===== config.mk =====
export PLATFORM = sky130hd
export DESIGN_NAME = exec_writeback_flat
export DESIGN_NICKNAME = d
export VERILOG_FILES = /design/src/rtl/exec_writeback_pkg.sv /design/src/rtl/exec_writeback_if.sv /design/src/rtl/exec_writeback_fifo.sv /design/src/rtl/exec_writeback.sv /design/src/flat_wrapper.sv
export SDC_FILE = /design/constraint.sdc
export NUM_CORES = 1
export LEC_CHECK = 0
export CAP_MARGIN = 20
export CORE_AREA = 3 3 160 162
export DETAILED_ROUTE_END_ITERATION = 7
export DIE_AREA = 0 0 163 165
export REMOVE_ABC_BUFFERS = 1
export SLEW_MARGIN = 0
export SYNTH_ARGS = -nofsm -noshare
export SYNTH_HDL_FRONTEND = slang
export SYNTH_SLANG_ARGS = --single-unit

===== constraint.sdc =====
create_clock -name clock -period 8.3 [get_ports clock]
set_input_delay 0.83 -clock clock [delete_from_list [all_inputs] [get_ports clock]]
set_output_delay 0.83 -clock clock [all_outputs]
set_load 0.05 [all_outputs]

===== src/rtl/exec_writeback_pkg.sv =====
// Shared definitions for the execute-stage writeback merger.
//   DATA_WIDTH / REG_SEL : default result and register-index widths
//   MULT_LATENCY         : cycles from a sampled multiply select to the
//                          multiplier's ready pulse; the multiplier instance
//                          uses the same constant
//   FIFO_DEPTH           : ALU collision buffer depth
//   wb_entry_t           : one pending register-file write {rd, data}
package exec_pkg;

  localparam int DATA_WIDTH   = 32;
  localparam int REG_SEL      = 5;
  localparam int MULT_LATENCY = 3;
  localparam int FIFO_DEPTH   = 2;

  typedef struct packed {
    logic [REG_SEL-1:0]    rd;
    logic [DATA_WIDTH-1:0] data;
  } wb_entry_t;

endpackage


===== src/rtl/exec_writeback_if.sv =====
// Bus bundle between the execute stage and the writeback merger.
//   ALU side      : alu_valid, alu_rd, alu_result
//   Multiply side : mult_select, mult_rd, mult_ready, mult_result
//   Writeback     : wb_valid, wb_rd, wb_data, wb_from_mult
//   Hazard/status : mult_pending, pending_rd, alu_stall, protocol_error
// master = execute/issue side, slave = exec_writeback.
interface exec_writeback_if #(
  parameter int DATA_WIDTH = exec_pkg::DATA_WIDTH,
  parameter int REG_SEL    = exec_pkg::REG_SEL
);

  logic                  alu_valid;
  logic [REG_SEL-1:0]    alu_rd;
  logic [DATA_WIDTH-1:0] alu_result;
  logic                  mult_select;
  logic [REG_SEL-1:0]    mult_rd;
  logic                  mult_ready;
  logic [DATA_WIDTH-1:0] mult_result;
  logic                  wb_valid;
  logic [REG_SEL-1:0]    wb_rd;
  logic [DATA_WIDTH-1:0] wb_data;
  logic                  wb_from_mult;
  logic                  mult_pending;
  logic [REG_SEL-1:0]    pending_rd;
  logic                  alu_stall;
  logic                  protocol_error;

  modport master (
    output alu_valid, alu_rd, alu_result,
    output mult_select, mult_rd, mult_ready, mult_result,
    input  wb_valid, wb_rd, wb_data, wb_from_mult,
    input  mult_pending, pending_rd, alu_stall, protocol_error
  );

  modport slave (
    input  alu_valid, alu_rd, alu_result,
    input  mult_select, mult_rd, mult_ready, mult_result,
    output wb_valid, wb_rd, wb_data, wb_from_mult,
    output mult_pending, pending_rd, alu_stall, protocol_error
  );

endinterface


===== src/rtl/exec_writeback_fifo.sv =====
// wb_fifo: small synchronous FIFO holding deferred ALU writebacks.
//   clock, reset : rising-edge clock, synchronous active-high reset
//   push/push_data : enqueue; accepted when not full or when a pop frees
//                    a slot in the same cycle
//   pop          : dequeue the head (ignored when empty)
//   head         : current head entry
//   full, empty, count : occupancy status
module wb_fifo
  import exec_pkg::*;
#(
  parameter int DEPTH = FIFO_DEPTH
) (
  input  logic                         clock,
  input  logic                         reset,
  input  logic                         push,
  input  wb_entry_t                    push_data,
  input  logic                         pop,
  output wb_entry_t                    head,
  output logic                         full,
  output logic                         empty,
  output logic [$clog2(DEPTH+1)-1:0]   count
);

  localparam int PTR_W = (DEPTH > 1) ? $clog2(DEPTH) : 1;
  localparam int CNT_W = $clog2(DEPTH + 1);

  wb_entry_t        mem [DEPTH];
  logic [PTR_W-1:0] rd_ptr;
  logic [PTR_W-1:0] wr_ptr;
  logic             do_push;
  logic             do_pop;

  function automatic logic [PTR_W-1:0] next_ptr(input logic [PTR_W-1:0] p);
    return (p == PTR_W'(DEPTH - 1)) ? '0 : p + 1'b1;
  endfunction

  assign full    = (count == CNT_W'(DEPTH));
  assign empty   = (count == '0);
  assign do_pop  = pop && !empty;
  assign do_push = push && (!full || do_pop);
  assign head    = mem[rd_ptr];

  always_ff @(posedge clock) begin
    if (reset) begin
      rd_ptr <= '0;
      wr_ptr <= '0;
      count  <= '0;
      for (int i = 0; i < DEPTH; i++) mem[i] <= '0;
    end else begin
      if (do_push) begin
        mem[wr_ptr] <= push_data;
        wr_ptr      <= next_ptr(wr_ptr);
      end
      if (do_pop) rd_ptr <= next_ptr(rd_ptr);
      case ({do_push, do_pop})
        2'b10:   count <= count + 1'b1;
        2'b01:   count <= count - 1'b1;
        default: count <= count;
      endcase
    end
  end

endmodule


===== src/rtl/exec_writeback.sv =====
// exec_writeback: merges multiplier and ALU results onto one register-file
// write port, tracks the single in-flight multiply tag for the hazard unit,
// and buffers ALU results that lose arbitration in a 2-entry FIFO.
//   clock, reset : rising-edge clock, synchronous active-high reset
//   bus (slave)  : ALU/multiply inputs, registered writeback outputs,
//                  pending tag, ALU stall and sticky protocol_error
module exec_writeback #(
  parameter int DATA_WIDTH   = exec_pkg::DATA_WIDTH,
  parameter int REG_SEL      = exec_pkg::REG_SEL,
  parameter int MULT_LATENCY = exec_pkg::MULT_LATENCY
) (
  input  logic          clock,
  input  logic          reset,
  exec_writeback_if.slave bus
);

  import exec_pkg::*;

  localparam int CNT_W  = $clog2(MULT_LATENCY + 1);
  localparam int FCNT_W = $clog2(FIFO_DEPTH + 1);

  logic                  pend_q;
  logic [REG_SEL-1:0]    prd_q;
  logic [CNT_W-1:0]      lat_cnt_q;
  logic                  err_q;

  logic [FCNT_W-1:0]     fifo_count;
  logic                  fifo_full;
  logic                  fifo_empty;
  logic                  fifo_push;
  logic                  fifo_pop;
  wb_entry_t             fifo_head;

  logic                  mult_done;
  logic                  mult_win;
  logic                  mult_stray;
  logic                  mult_timeout;
  logic                  alu_bypass;
  logic                  alu_defer;
  logic                  alu_drop;
  wb_entry_t             alu_entry_p0;
  wb_entry_t             sel_entry_p0;
  logic                  sel_valid_p0;
  logic                  sel_mult_p0;
  logic                  wr_en_p0;

  logic                  wb_valid_p1;
  logic [REG_SEL-1:0]    wb_rd_p1;
  logic [DATA_WIDTH-1:0] wb_data_p1;
  logic                  wb_from_mult_p1;

  wb_fifo #(.DEPTH(FIFO_DEPTH)) u_fifo (
    .clock     (clock),
    .reset     (reset),
    .push      (fifo_push),
    .push_data (alu_entry_p0),
    .pop       (fifo_pop),
    .head      (fifo_head),
    .full      (fifo_full),
    .empty     (fifo_empty),
    .count     (fifo_count)
  );

  // ---- p0: arbitration over the inputs sampled this cycle ----
  always_comb begin
    mult_done    = pend_q && (lat_cnt_q == CNT_W'(MULT_LATENCY));
    mult_win     = bus.mult_ready && mult_done;
    mult_stray   = bus.mult_ready && !mult_done;
    mult_timeout = mult_done && !bus.mult_ready;
    // Buffered ALU results drain before a new one may bypass, which keeps
    // ALU writes in program order.
    fifo_pop     = !mult_win && !fifo_empty;
    alu_bypass   = bus.alu_valid && !mult_win && fifo_empty;
    alu_defer    = bus.alu_valid && !alu_bypass;
    fifo_push    = alu_defer && (!fifo_full || fifo_pop);
    alu_drop     = alu_defer && fifo_full && !fifo_pop;
    alu_entry_p0 = '{rd: bus.alu_rd, data: bus.alu_result};

    sel_entry_p0 = '0;
    sel_valid_p0 = 1'b0;
    sel_mult_p0  = 1'b0;
    if (mult_win) begin
      sel_entry_p0 = '{rd: prd_q, data: bus.mult_result};
      sel_valid_p0 = 1'b1;
      sel_mult_p0  = 1'b1;
    end else if (!fifo_empty) begin
      sel_entry_p0 = fifo_head;
      sel_valid_p0 = 1'b1;
    end else if (alu_bypass) begin
      sel_entry_p0 = alu_entry_p0;
      sel_valid_p0 = 1'b1;
    end
    // x0 writes still consume their slot but never reach the register file.
    wr_en_p0 = sel_valid_p0 && (sel_entry_p0.rd != '0);
  end

  // ---- p1: registered write port ----
  always_ff @(posedge clock) begin
    if (reset) begin
      wb_valid_p1     <= 1'b0;
      wb_rd_p1        <= '0;
      wb_data_p1      <= '0;
      wb_from_mult_p1 <= 1'b0;
    end else begin
      wb_valid_p1     <= wr_en_p0;
      wb_rd_p1        <= wr_en_p0 ? sel_entry_p0.rd : '0;
      wb_data_p1      <= wr_en_p0 ? sel_entry_p0.data : '0;
      wb_from_mult_p1 <= wr_en_p0 && sel_mult_p0;
    end
  end

  // Tag tracking: a select is only honoured while idle, matching the
  // multiplier, and the tag retires at latency either way (ready or not).
  always_ff @(posedge clock) begin
    if (reset) begin
      pend_q    <= 1'b0;
      prd_q     <= '0;
      lat_cnt_q <= '0;
    end else if (mult_win || mult_timeout) begin
      pend_q    <= 1'b0;
      prd_q     <= '0;
      lat_cnt_q <= '0;
    end else if (pend_q) begin
      lat_cnt_q <= lat_cnt_q + 1'b1;
    end else if (bus.mult_select) begin
      pend_q    <= 1'b1;
      prd_q     <= bus.mult_rd;
      lat_cnt_q <= CNT_W'(1);
    end
  end

  always_ff @(posedge clock) begin
    if (reset) err_q <= 1'b0;
    else if (mult_stray || mult_timeout || alu_drop) err_q <= 1'b1;
  end

  assign bus.wb_valid       = wb_valid_p1;
  assign bus.wb_rd          = wb_rd_p1;
  assign bus.wb_data        = wb_data_p1;
  assign bus.wb_from_mult   = wb_from_mult_p1;
  assign bus.mult_pending   = pend_q;
  assign bus.pending_rd     = prd_q;
  assign bus.alu_stall      = (fifo_count == FCNT_W'(FIFO_DEPTH));
  assign bus.protocol_error = err_q;

endmodule


===== src/flat_wrapper.sv =====
// flat-port wrapper written by rule: the top's interface ports become plain ports
module exec_writeback_flat import exec_pkg::*;
#(
  parameter int DATA_WIDTH   = exec_pkg::DATA_WIDTH,
  parameter int REG_SEL      = exec_pkg::REG_SEL,
  parameter int MULT_LATENCY = exec_pkg::MULT_LATENCY
)
  (clock, reset, bus_alu_valid, bus_alu_rd, bus_alu_result, bus_mult_select, bus_mult_rd, bus_mult_ready, bus_mult_result, bus_wb_valid, bus_wb_rd, bus_wb_data, bus_wb_from_mult, bus_mult_pending, bus_pending_rd, bus_alu_stall, bus_protocol_error);
  exec_writeback_if #(.DATA_WIDTH(DATA_WIDTH), .REG_SEL(REG_SEL)) bus_i ();
  input  logic clock;
  input  logic reset;
  input wire logic [$bits(bus_i.alu_valid)-1:0] bus_alu_valid;
  input wire logic [$bits(bus_i.alu_rd)-1:0] bus_alu_rd;
  input wire logic [$bits(bus_i.alu_result)-1:0] bus_alu_result;
  input wire logic [$bits(bus_i.mult_select)-1:0] bus_mult_select;
  input wire logic [$bits(bus_i.mult_rd)-1:0] bus_mult_rd;
  input wire logic [$bits(bus_i.mult_ready)-1:0] bus_mult_ready;
  input wire logic [$bits(bus_i.mult_result)-1:0] bus_mult_result;
  output wire logic [$bits(bus_i.wb_valid)-1:0] bus_wb_valid;
  output wire logic [$bits(bus_i.wb_rd)-1:0] bus_wb_rd;
  output wire logic [$bits(bus_i.wb_data)-1:0] bus_wb_data;
  output wire logic [$bits(bus_i.wb_from_mult)-1:0] bus_wb_from_mult;
  output wire logic [$bits(bus_i.mult_pending)-1:0] bus_mult_pending;
  output wire logic [$bits(bus_i.pending_rd)-1:0] bus_pending_rd;
  output wire logic [$bits(bus_i.alu_stall)-1:0] bus_alu_stall;
  output wire logic [$bits(bus_i.protocol_error)-1:0] bus_protocol_error;
  assign bus_i.alu_valid = bus_alu_valid;
  assign bus_i.alu_rd = bus_alu_rd;
  assign bus_i.alu_result = bus_alu_result;
  assign bus_i.mult_select = bus_mult_select;
  assign bus_i.mult_rd = bus_mult_rd;
  assign bus_i.mult_ready = bus_mult_ready;
  assign bus_i.mult_result = bus_mult_result;
  assign bus_wb_valid = bus_i.wb_valid;
  assign bus_wb_rd = bus_i.wb_rd;
  assign bus_wb_data = bus_i.wb_data;
  assign bus_wb_from_mult = bus_i.wb_from_mult;
  assign bus_mult_pending = bus_i.mult_pending;
  assign bus_pending_rd = bus_i.pending_rd;
  assign bus_alu_stall = bus_i.alu_stall;
  assign bus_protocol_error = bus_i.protocol_error;
  exec_writeback #(.DATA_WIDTH(DATA_WIDTH), .REG_SEL(REG_SEL), .MULT_LATENCY(MULT_LATENCY)) u_core (.clock(clock), .reset(reset), .bus(bus_i));
endmodule

Yosys cells after proc, flatten, opt, wreduce, memory -nomap -nowiden
Memories as Yosys holds them, arrays and structs flattened. A register that Yosys moved wholly into a read port is not among the register bits. Index checks and enable logic that the tools add are counted.

Bits in registers: 52. RAM bits: 74. Input port bits: 79. Output and inout bits: 47. Logic and storage cells: 82. Memories: 1.

Memories: u_core.u_fifo.mem (depth 2, width 37, read ports 1, clocked after Yosys merged registers in 1, write ports 2, RTL line exec_writeback_fifo.sv:27) `wb_entry_t mem [DEPTH];`.

$add $sub $neg: 5. Eq/ne operators: 4. Mux-type cells: 24. Bitwise gates (word level): 2. Reductions and logical operators: 35.

Operators with widths (count): 37-bit 2-to-1 mux (4); 37-bit OR reduction (1); 1-bit 2-to-1 mux (17); 1-bit logical AND (15); 1-bit zero test (7); 2-bit == test, second input constant (3); 1-bit logical OR (5); 5-bit nonzero test (1); 2-bit by 1-bit adder with 2-bit output, second input constant (2); 2-bit 2-to-1 mux (2); 2-bit one-hot mux with 2 select lines (1); 2-bit nonzero test (2); 2-bit OR reduction (2); 1-bit adder, second input constant (2); 2-bit by 1-bit == test with 1-bit output, second input constant (1); 2-bit zero test (1); 1-bit inverter (2); 2-bit AND reduction (1); 2-bit by 1-bit subtractor with 2-bit output, second input constant (1).

Depth between registers and ports, before layout
Gate-level depths: netlist of run 1.

Depth in word-level cells: 15. Depth in mapped cells: 10. Mapped depth without buffers: 9.

Hierarchy
A second synthesis of run 1 with hierarchy kept.

Cells, all modules: 532. Area total of the unflattened synthesis: 6108.4 µm².

Modules (own cells, without submodules): wb_fifo (instances 1, cells each 229, area an instance 3500.9 µm², seq. area each 2322.2 µm²); exec_writeback (instances 1, cells each 303, area an instance 2607.5 µm², seq. area each 960.9 µm²).

Least setup slack after synthesis of run 1
No wires, ideal clock.

Kind: flip-flop to flip-flop. Start: reg u_core.pend_q (netlist: u_core.bus.mult_pending). End: mem u_core.u_fifo.mem[0][0] (netlist bit) (enable). Arrival: 3.253 ns. Required time: 7.861 ns. Setup slack: 4.608 ns. Cell stages (with the launch flop): 6. Clock period less this slack: 3.692 ns. Cell sequence: dfxtp_1 -> and2_1 -> ha_1 -> xor2_1 -> o21ai_1 -> o21bai_1.

RTL lines: from (decl) (RTL line exec_writeback.sv:22) `logic pend_q;`; from (signal assigned) (RTL line exec_writeback.sv:116) `pend_q <= 1'b0;`; from (signal assigned) (RTL line exec_writeback.sv:120) `pend_q <= 1'b0;`; from (signal assigned) (RTL line exec_writeback.sv:126) `pend_q <= 1'b1;`; to (decl) (RTL line exec_writeback_fifo.sv:27).

==> results of run 1 <==
cell type report:
type / count / area share, %
flip-flops and latches: 127 / 40.3
multi-input cells: 310 / 30.7
repair buffers: 134 / 16.4
clock inverters: 13 / 1.86
well taps: 324 / 4.98
inverters: 3 / 0.138
clock buffers: 19 / 5.56
power by group through the flow:
stage	logic [mW]	registers (mW)	clock network, mW
after floorplan	0.356	1.02	0
after detailed placement	0.797	0.856	0
after global routing	0.857	0.857	0.805
final	0.794	0.843	0.758
after CTS	0.800	0.844	0.777
after global placement	0.794	0.853	0
worst reg2reg max path: cells and delay by family, from the launching register on:
family                   cells  cell delay (ns)
AND/OR/NAND/NOR              3             1.26
flip-flops                   1             0.45
AO/OA/AOI/OAI                1             0.23
XOR/XNOR                     1             0.19
buffers and inverters        1             0.35
adder cells (fa/ha/maj)      1             0.51
layer usage:
| metal | share of wire [%] | wire (um) |
|---|---|---|
| met4 | 1.2 | 193 |
| met3 | 6.2 | 988 |
| met5 | 0.082 | 13 |
| met2 | 48 | 7610 |
| met1 | 45 | 7120 |
placed cells by master, fill, tap and decap left out, drive strengths merged, types with 3 or more instances in the layout:
master	synthesis	routed
a21oi	35	35
a221o	3	3
and2	77	77
and3	3	3
buf	15	10
clkbuf	33	19
clkdlybuf4s50	0	124
clkinv	0	4
dfxtp	53	53
edfxtp	74	74
ha	4	4
inv	3	9
mux2	3	3
mux2i	39	39
nand2b	3	3
nand4bb	31	31
nor2	14	14
nor3	4	4
nor3b	3	3
o211ai	65	65
xor2	3	3
sequential cells by signal (all words and copies together), names as in the netlist, named ones only:
register / cells
u_core.u_fifo.count: 2
u_core.bus.wb_from_mult: 1
u_core.bus.wb_data: 32
u_core.bus.protocol_error: 1
u_core.lat_cnt_q: 2
u_core.u_fifo.mem: 74
u_core.bus.wb_rd: 5
u_core.u_fifo.wr_ptr: 1
u_core.bus.pending_rd: 5
u_core.bus.wb_valid: 1
u_core.u_fifo.rd_ptr: 1
u_core.bus.mult_pending: 1
metrics by stage:
step / total power, mW / util [%] / hold slack (ns) / worst slack, ns
floorplan: 1.37 / - / 0.449 / 2.02
global placement: 1.65 / 31.0 / 0.468 / 4.18
detailed placement: 1.65 / 31.0 / 0.472 / 4.15
CTS: 2.42 / 33.5 / 0.486 / 4.60
global route: 2.52 / 33.6 / 0.500 / 4.39
finish: 2.39 / 33.6 / 0.487 / 4.63
worst min path at each step:
stage / to / slack [ns] / cells after the start
3_3_place_gp: u_core.lat_cnt_q[0]$_SDFFE_PP0P_ / 0.47 / 1
2_1_floorplan: u_core.lat_cnt_q[0]$_SDFFE_PP0P_ / 0.45 / 1
3_5_place_dp: u_core.lat_cnt_q[0]$_SDFFE_PP0P_ / 0.47 / 1
6_report: u_core.bus.protocol_error$_SDFFE_PP0P_ / 0.49 / 2
5_1_grt: u_core.bus.protocol_error$_SDFFE_PP0P_ / 0.50 / 2
4_1_cts: u_core.bus.protocol_error$_SDFFE_PP0P_ / 0.49 / 2
cells by family (layout without fill, tap and decap cells):
group                      after synthesis  count (layout)  synth area share [%]
adders and majority gates                4               4                 0.832
DFF                                    127             127                  54.6
xor gates and xnor gates                 5               5                 0.728
and+or+nand+nor                        145             145                  17.5
buffers and inverters                   51             169                  4.43
muxes                                   42              42                  7.12
AOI/OAI and AO/OA                      114             114                  14.8
==> results.sh, run 1 <==
export IMPL_status="complete, no violations"
export IMPL_firstDrtPassIters=4
export IMPL_grt_max_degree=67
export IMPL_tns_ns=0
export IMPL_worstSetupPathType="in -> reg"
export IMPL_cts_buffer_depth=2
export IMPL_seq_area_um2=3290
export IMPL_hold_violations=0
export IMPL_ys_top_cells_by_area="edfxtp_1 37%, dfxtp_1 18%, o211ai_1 8.1%, and2_1 8.0%, mux2i_1 6.5%"
export IMPL_r2r_start="u_core.bus.mult_pending$_SDFF_PP0_"
export IMPL_cp_cell_sequence="clkdlybuf4s50_1 -> ha_1 -> xor2_1 -> o21ai_1 -> nor3b_2 -> buf_4 -> or2_2"
export IMPL_grt_pass1_wl_um=25200
export IMPL_grt_use_met1_pct=15.2
export IMPL_worstHoldStart="u_core.bus.protocol_error$_SDFFE_PP0P_"
export IMPL_drtIter0Drc=247
export IMPL_met3_usage_pct=3.99
export IMPL_wl_um=15900
export IMPL_ys_ff_latch=127
export IMPL_clockRootBuffer="clkbuf_16"
export IMPL_stdcell_area_um2=8150
export IMPL_synthArstFlopShare_pct=0
export IMPL_synth_most_common_cell="and2_1"
export IMPL_cts_hold_buf=0
export IMPL_p_per_area_nw_per_um2=294
export IMPL_rsz0062_at_grt="false"
export IMPL_core_area_um2=24200
export IMPL_cts_tree="done"
export IMPL_postCtsSetupBuffers=0
export IMPL_vias=4178
export IMPL_p_int_mw=1.55
export IMPL_arrival_ns=3.71
export IMPL_synth_commonest_cells="77 x and2_1, 74 x edfxtp_1, 65 x o211ai_1"
export IMPL_die_h_um=165
export IMPL_drive_gt1_share_pct=14.4
export IMPL_crit_path_start_kind="input pin"
export IMPL_syn_area_per_cell_um2=12.3
export IMPL_postPlaceCellArea_um2=7510
export IMPL_slew_violations=0
export IMPL_nets=676
export IMPL_critPathLaunch="bus_mult_ready"
export IMPL_ff2ff_setup_slack_ns=4.90
export IMPL_crit_path_end="u_core.u_fifo.mem[1][21]$_SDFFCE_PN0P_"
export IMPL_antenna_found_initial=1
export IMPL_cts_resized=0
export IMPL_synthCells=488
export IMPL_ys_warn_count=0
export IMPL_synth_seq_area_share_pct=54.6
export IMPL_p_comb_share_pct=33.2
export IMPL_clk_latency_ns=0.42
export IMPL_via_per_inst=4.49
export IMPL_gp_congestion=0.666
export IMPL_path_depth=7
export IMPL_hp_class="reg -> reg"
export IMPL_slowest_delay_ns=0.82
export IMPL_place_inst=897
export IMPL_end_kind="flip-flop"
export IMPL_cp_slowest_cell="or2_2"
export IMPL_critical_path_peak_fanout=38
export IMPL_ys_flop_type="edfxtp_1"
export IMPL_peakVddDrop_uv=153
export IMPL_p_switching_uw=848
export IMPL_port_buffer_count=125
export IMPL_start_util_pct=24.8
export IMPL_worst_pin_slew_ns=1.06
export IMPL_multi_input_area_um2=2500
export IMPL_slew_headroom_pct=29.2
export IMPL_dp_hpwl_um=9490
export IMPL_period_needed_ns=3.67
export IMPL_cts_htree_levels=4
export IMPL_fillers=2443
export IMPL_cp_top_family="simple AND/OR/NAND/NOR gates"
export IMPL_p_seq_share_pct=35.2
export IMPL_cp_required_ns=8.34
export IMPL_maxCapViolations=0
export IMPL_ant_nets=0
export IMPL_met2_usage_pct=20.5
export IMPL_cts_made_buffers=17
export IMPL_clkPwrFrac_pct=31.6
export IMPL_cp_num_buf_inv=2
export IMPL_grt_pass1_vias=4513
export IMPL_leakage_nw=2.78
export IMPL_clkSinkCount=127
export IMPL_clk_pin_slew_worst_paths_ns=0.06
export IMPL_num_rows=57
export IMPL_worst_clock_skew_ns=0.0124
export IMPL_dieWidth_um=163
export IMPL_r2r_end="u_core.u_fifo.mem[1][21]$_SDFFCE_PN0P_"
export IMPL_synth_edf_count=74
export IMPL_wl_per_cell_um=17.1
export IMPL_synth_largest_area_cell="edfxtp_1"
export IMPL_busiest_layer="met2"
export IMPL_grt_usage_pct=12.3
export IMPL_synth_cell_type_count=44
export IMPL_fin_cells=930
export IMPL_ioPinCount=126
export IMPL_n_antenna_cell=0
export IMPL_drc=0
export IMPL_power_share_switching_pct=35.4
export IMPL_setup_violations=0
export IMPL_areaGrowthSynthToFinish_pct=35.5
export IMPL_netlist_area_leader_share_pct=37.0
export IMPL_syn_area_um2=6010
export IMPL_worstRegToRegCells=7
export IMPL_period_share_pct=44.3
export IMPL_grt_ovfl_total=0
export IMPL_dieArea_um2=26900
export IMPL_max_freq_ghz=0.272
No activity file was read; power rests on OpenSTA's default activity.
==> run 2: changes to the inputs <==
==> constraint.sdc (replaced) <==
create_clock -name clock -period 3.4 [get_ports clock]
set_input_delay 0.34 -clock clock [delete_from_list [all_inputs] [get_ports clock]]
set_output_delay 0.34 -clock clock [all_outputs]
set_load 0.05 [all_outputs]
==> run 2 against run 1 <==
Utilization is 0.20 points higher; clock skew about the same; final cell count is 0.65% higher; critical endpoint is now u_core.u_fifo.mem[1][29]$_SDFFCE_PN0P_; largest power group is now combinational cells; highest routed layer unchanged.
==> results.sh, run 2 (synthesized netlist as in run 1, its figures left out) <==
export IMPL_p_switching_mw=2.08
export IMPL_cp_required_ns=3.43
export IMPL_postPlaceCellArea_um2=7620
export IMPL_drc=0
export IMPL_worst_clock_skew_ns=0.0120
export IMPL_p_comb_share_pct=35.5
export IMPL_grt_pass1_vias=4371
export IMPL_dieArea_um2=26900
export IMPL_core_area_um2=24200
export IMPL_cts_hold_buf=0
export IMPL_arrival_ns=2.74
export IMPL_max_freq_ghz=0.369
export IMPL_num_rows=57
export IMPL_die_h_um=165
export IMPL_cts_resized=0
export IMPL_cp_common_cell="ha_1"
export IMPL_grt_usage_pct=12.4
export IMPL_worst_pin_slew_ns=0.964
export IMPL_grt_pass1_wl_um=25200
export IMPL_clk_latency_ns=0.42
export IMPL_clkSinkCount=127
export IMPL_p_seq_share_pct=34.2
export IMPL_cts_made_buffers=17
export IMPL_ant_nets=0
export IMPL_largest_register_ffs=74
export IMPL_final_core_util_pct=33.8
export IMPL_firstDrtPassIters=4
export IMPL_drive_gt1_share_pct=15.0
export IMPL_wl_per_cell_um=17.5
export IMPL_critical_path_peak_fanout=37
export IMPL_slowest_delay_ns=0.66
export IMPL_top_register="u_core.u_fifo.mem"
export IMPL_hold_depth=3
export IMPL_grt_max_degree=66
export IMPL_peakVddDrop_uv=315
export IMPL_power_share_switching_pct=35.6
export IMPL_maxCapViolations=0
export IMPL_areaGrowthSynthToFinish_pct=36.3
export IMPL_cts_htree_levels=4
export IMPL_ioPinCount=126
export IMPL_start_util_pct=24.8
export IMPL_clkPwrFrac_pct=30.3
export IMPL_wl_met1_um=7290
export IMPL_path_depth=7
export IMPL_cts_buffer_depth=2
export IMPL_stdcell_area_um2=8200
export IMPL_gp_congestion=0.693
export IMPL_setup_violations=0
export IMPL_route_met3_wl_um=1220
export IMPL_rsz0062_at_grt="false"
export IMPL_vias=4262
export IMPL_port_buffer_count=125
export IMPL_cp_num_buf_inv=0
export IMPL_cp_top_family="simple AND/OR/NAND/NOR gates"
export IMPL_drtIter0Drc=241
export IMPL_cp_slowest_cell="or2_2"
export IMPL_hold_violations=0
export IMPL_slew_headroom_pct=35.7
export IMPL_period_needed_ns=2.71
export IMPL_grt_ovfl_total=0
export IMPL_worstSetupPathType="reg -> reg"
export IMPL_seq_area_um2=3290
export IMPL_status="complete, no violations"
export IMPL_p_per_area_nw_per_um2=712
export IMPL_dp_hpwl_um=10200
export IMPL_layout_commonest_cell="clkdlybuf4s50_1"
export IMPL_ff2ff_setup_slack_ns=0.69
export IMPL_postCtsSetupBuffers=0
export IMPL_cp_cell_sequence="ha_1 -> and2_1 -> ha_1 -> xor2_1 -> o21ai_1 -> nor3b_2 -> or2_2"
export IMPL_cts_tree="done"
export IMPL_end_kind="flip-flop"
export IMPL_top_layer_used="met5"
export IMPL_final_cell_mix="124 x clkdlybuf4s50_1, 77 x and2_1, 74 x edfxtp_1"
export IMPL_crit_path_start_kind="flip-flop"
export IMPL_period_share_pct=79.6
export IMPL_nets=682
export IMPL_p_int_mw=3.76
export IMPL_n_antenna_cell=0
export IMPL_dieWidth_um=163
export IMPL_hp_class="in -> reg"
export IMPL_fillers=2433
export IMPL_multi_input_area_um2=2500
export IMPL_via_per_inst=4.55
export IMPL_wl_um=16400
export IMPL_slew_violations=0
export IMPL_antenna_found_initial=1
export IMPL_clockRootBuffer="clkbuf_16"
export IMPL_leakage_nw=2.82
export IMPL_clk_pin_slew_worst_paths_ns=0.06
export IMPL_dr_wl_met2_um=7520
export IMPL_worstRegToRegCells=7
[run 2: stage by stage]
step	std cells	power [mW]	hold WS (ns)	setup TNS, ns	setup WS [ns]
after floorplan	440	3.34	0.409	-134.20	-2.82
after CTS	936	5.92	0.349	0	0.647
final	936	5.84	0.362	0	0.693
after detailed placement	904	4.12	0.475	0	0.479
after global routing	936	6.12	0.361	0	0.505
after global placement	904	4.11	0.469	0	0.506
[run 2: power by group through the flow]
| stage | combinational (mW) | clock [mW] | sequential [mW] |
|---|---|---|---|
| after floorplan | 0.870 | 0 | 2.47 |
| after global placement | 2.08 | 0 | 2.03 |
| after detailed placement | 2.09 | 0 | 2.03 |
| after CTS | 2.10 | 1.82 | 2.00 |
| after global routing | 2.21 | 1.88 | 2.02 |
| final | 2.07 | 1.77 | 2.00 |
[run 2: per-layer routing]
layer / vias up / global-route usage [%]
met4: 2 / 4.34
met1: 2054 / 15.7
li1: 2054 / -
met2: 129 / 19.6
met5: - / 0
met3: 23 / 4.64
[run 2: worst paths after layout]
kind	start	to
min	bus_alu_valid	u_core.bus.protocol_error$_SDFFE_PP0P_
min reg2reg	u_core.bus.protocol_error$_SDFFE_PP0P_	u_core.bus.protocol_error$_SDFFE_PP0P_
max	u_core.lat_cnt_q[0]$_SDFFE_PP0P_	u_core.u_fifo.mem[1][29]$_SDFFCE_PN0P_
max reg2reg	u_core.lat_cnt_q[0]$_SDFFE_PP0P_	u_core.u_fifo.mem[1][29]$_SDFFCE_PN0P_
[run 2: tightest hold or removal path, stage by stage]
cell and delay, ns:
buf_2 0.19, nand3_1 0.12, a31oi_1 0.07
[run 2: layout make-up]
type / instances / share of cell area [%]
clock buffer: 21 / 6.15
clock inverter: 11 / 0.901
inverter: 3 / 0.137
multi-input combinational: 310 / 30.6
sequential: 127 / 40.1
tap: 324 / 4.95
timing repair buffer: 140 / 17.2
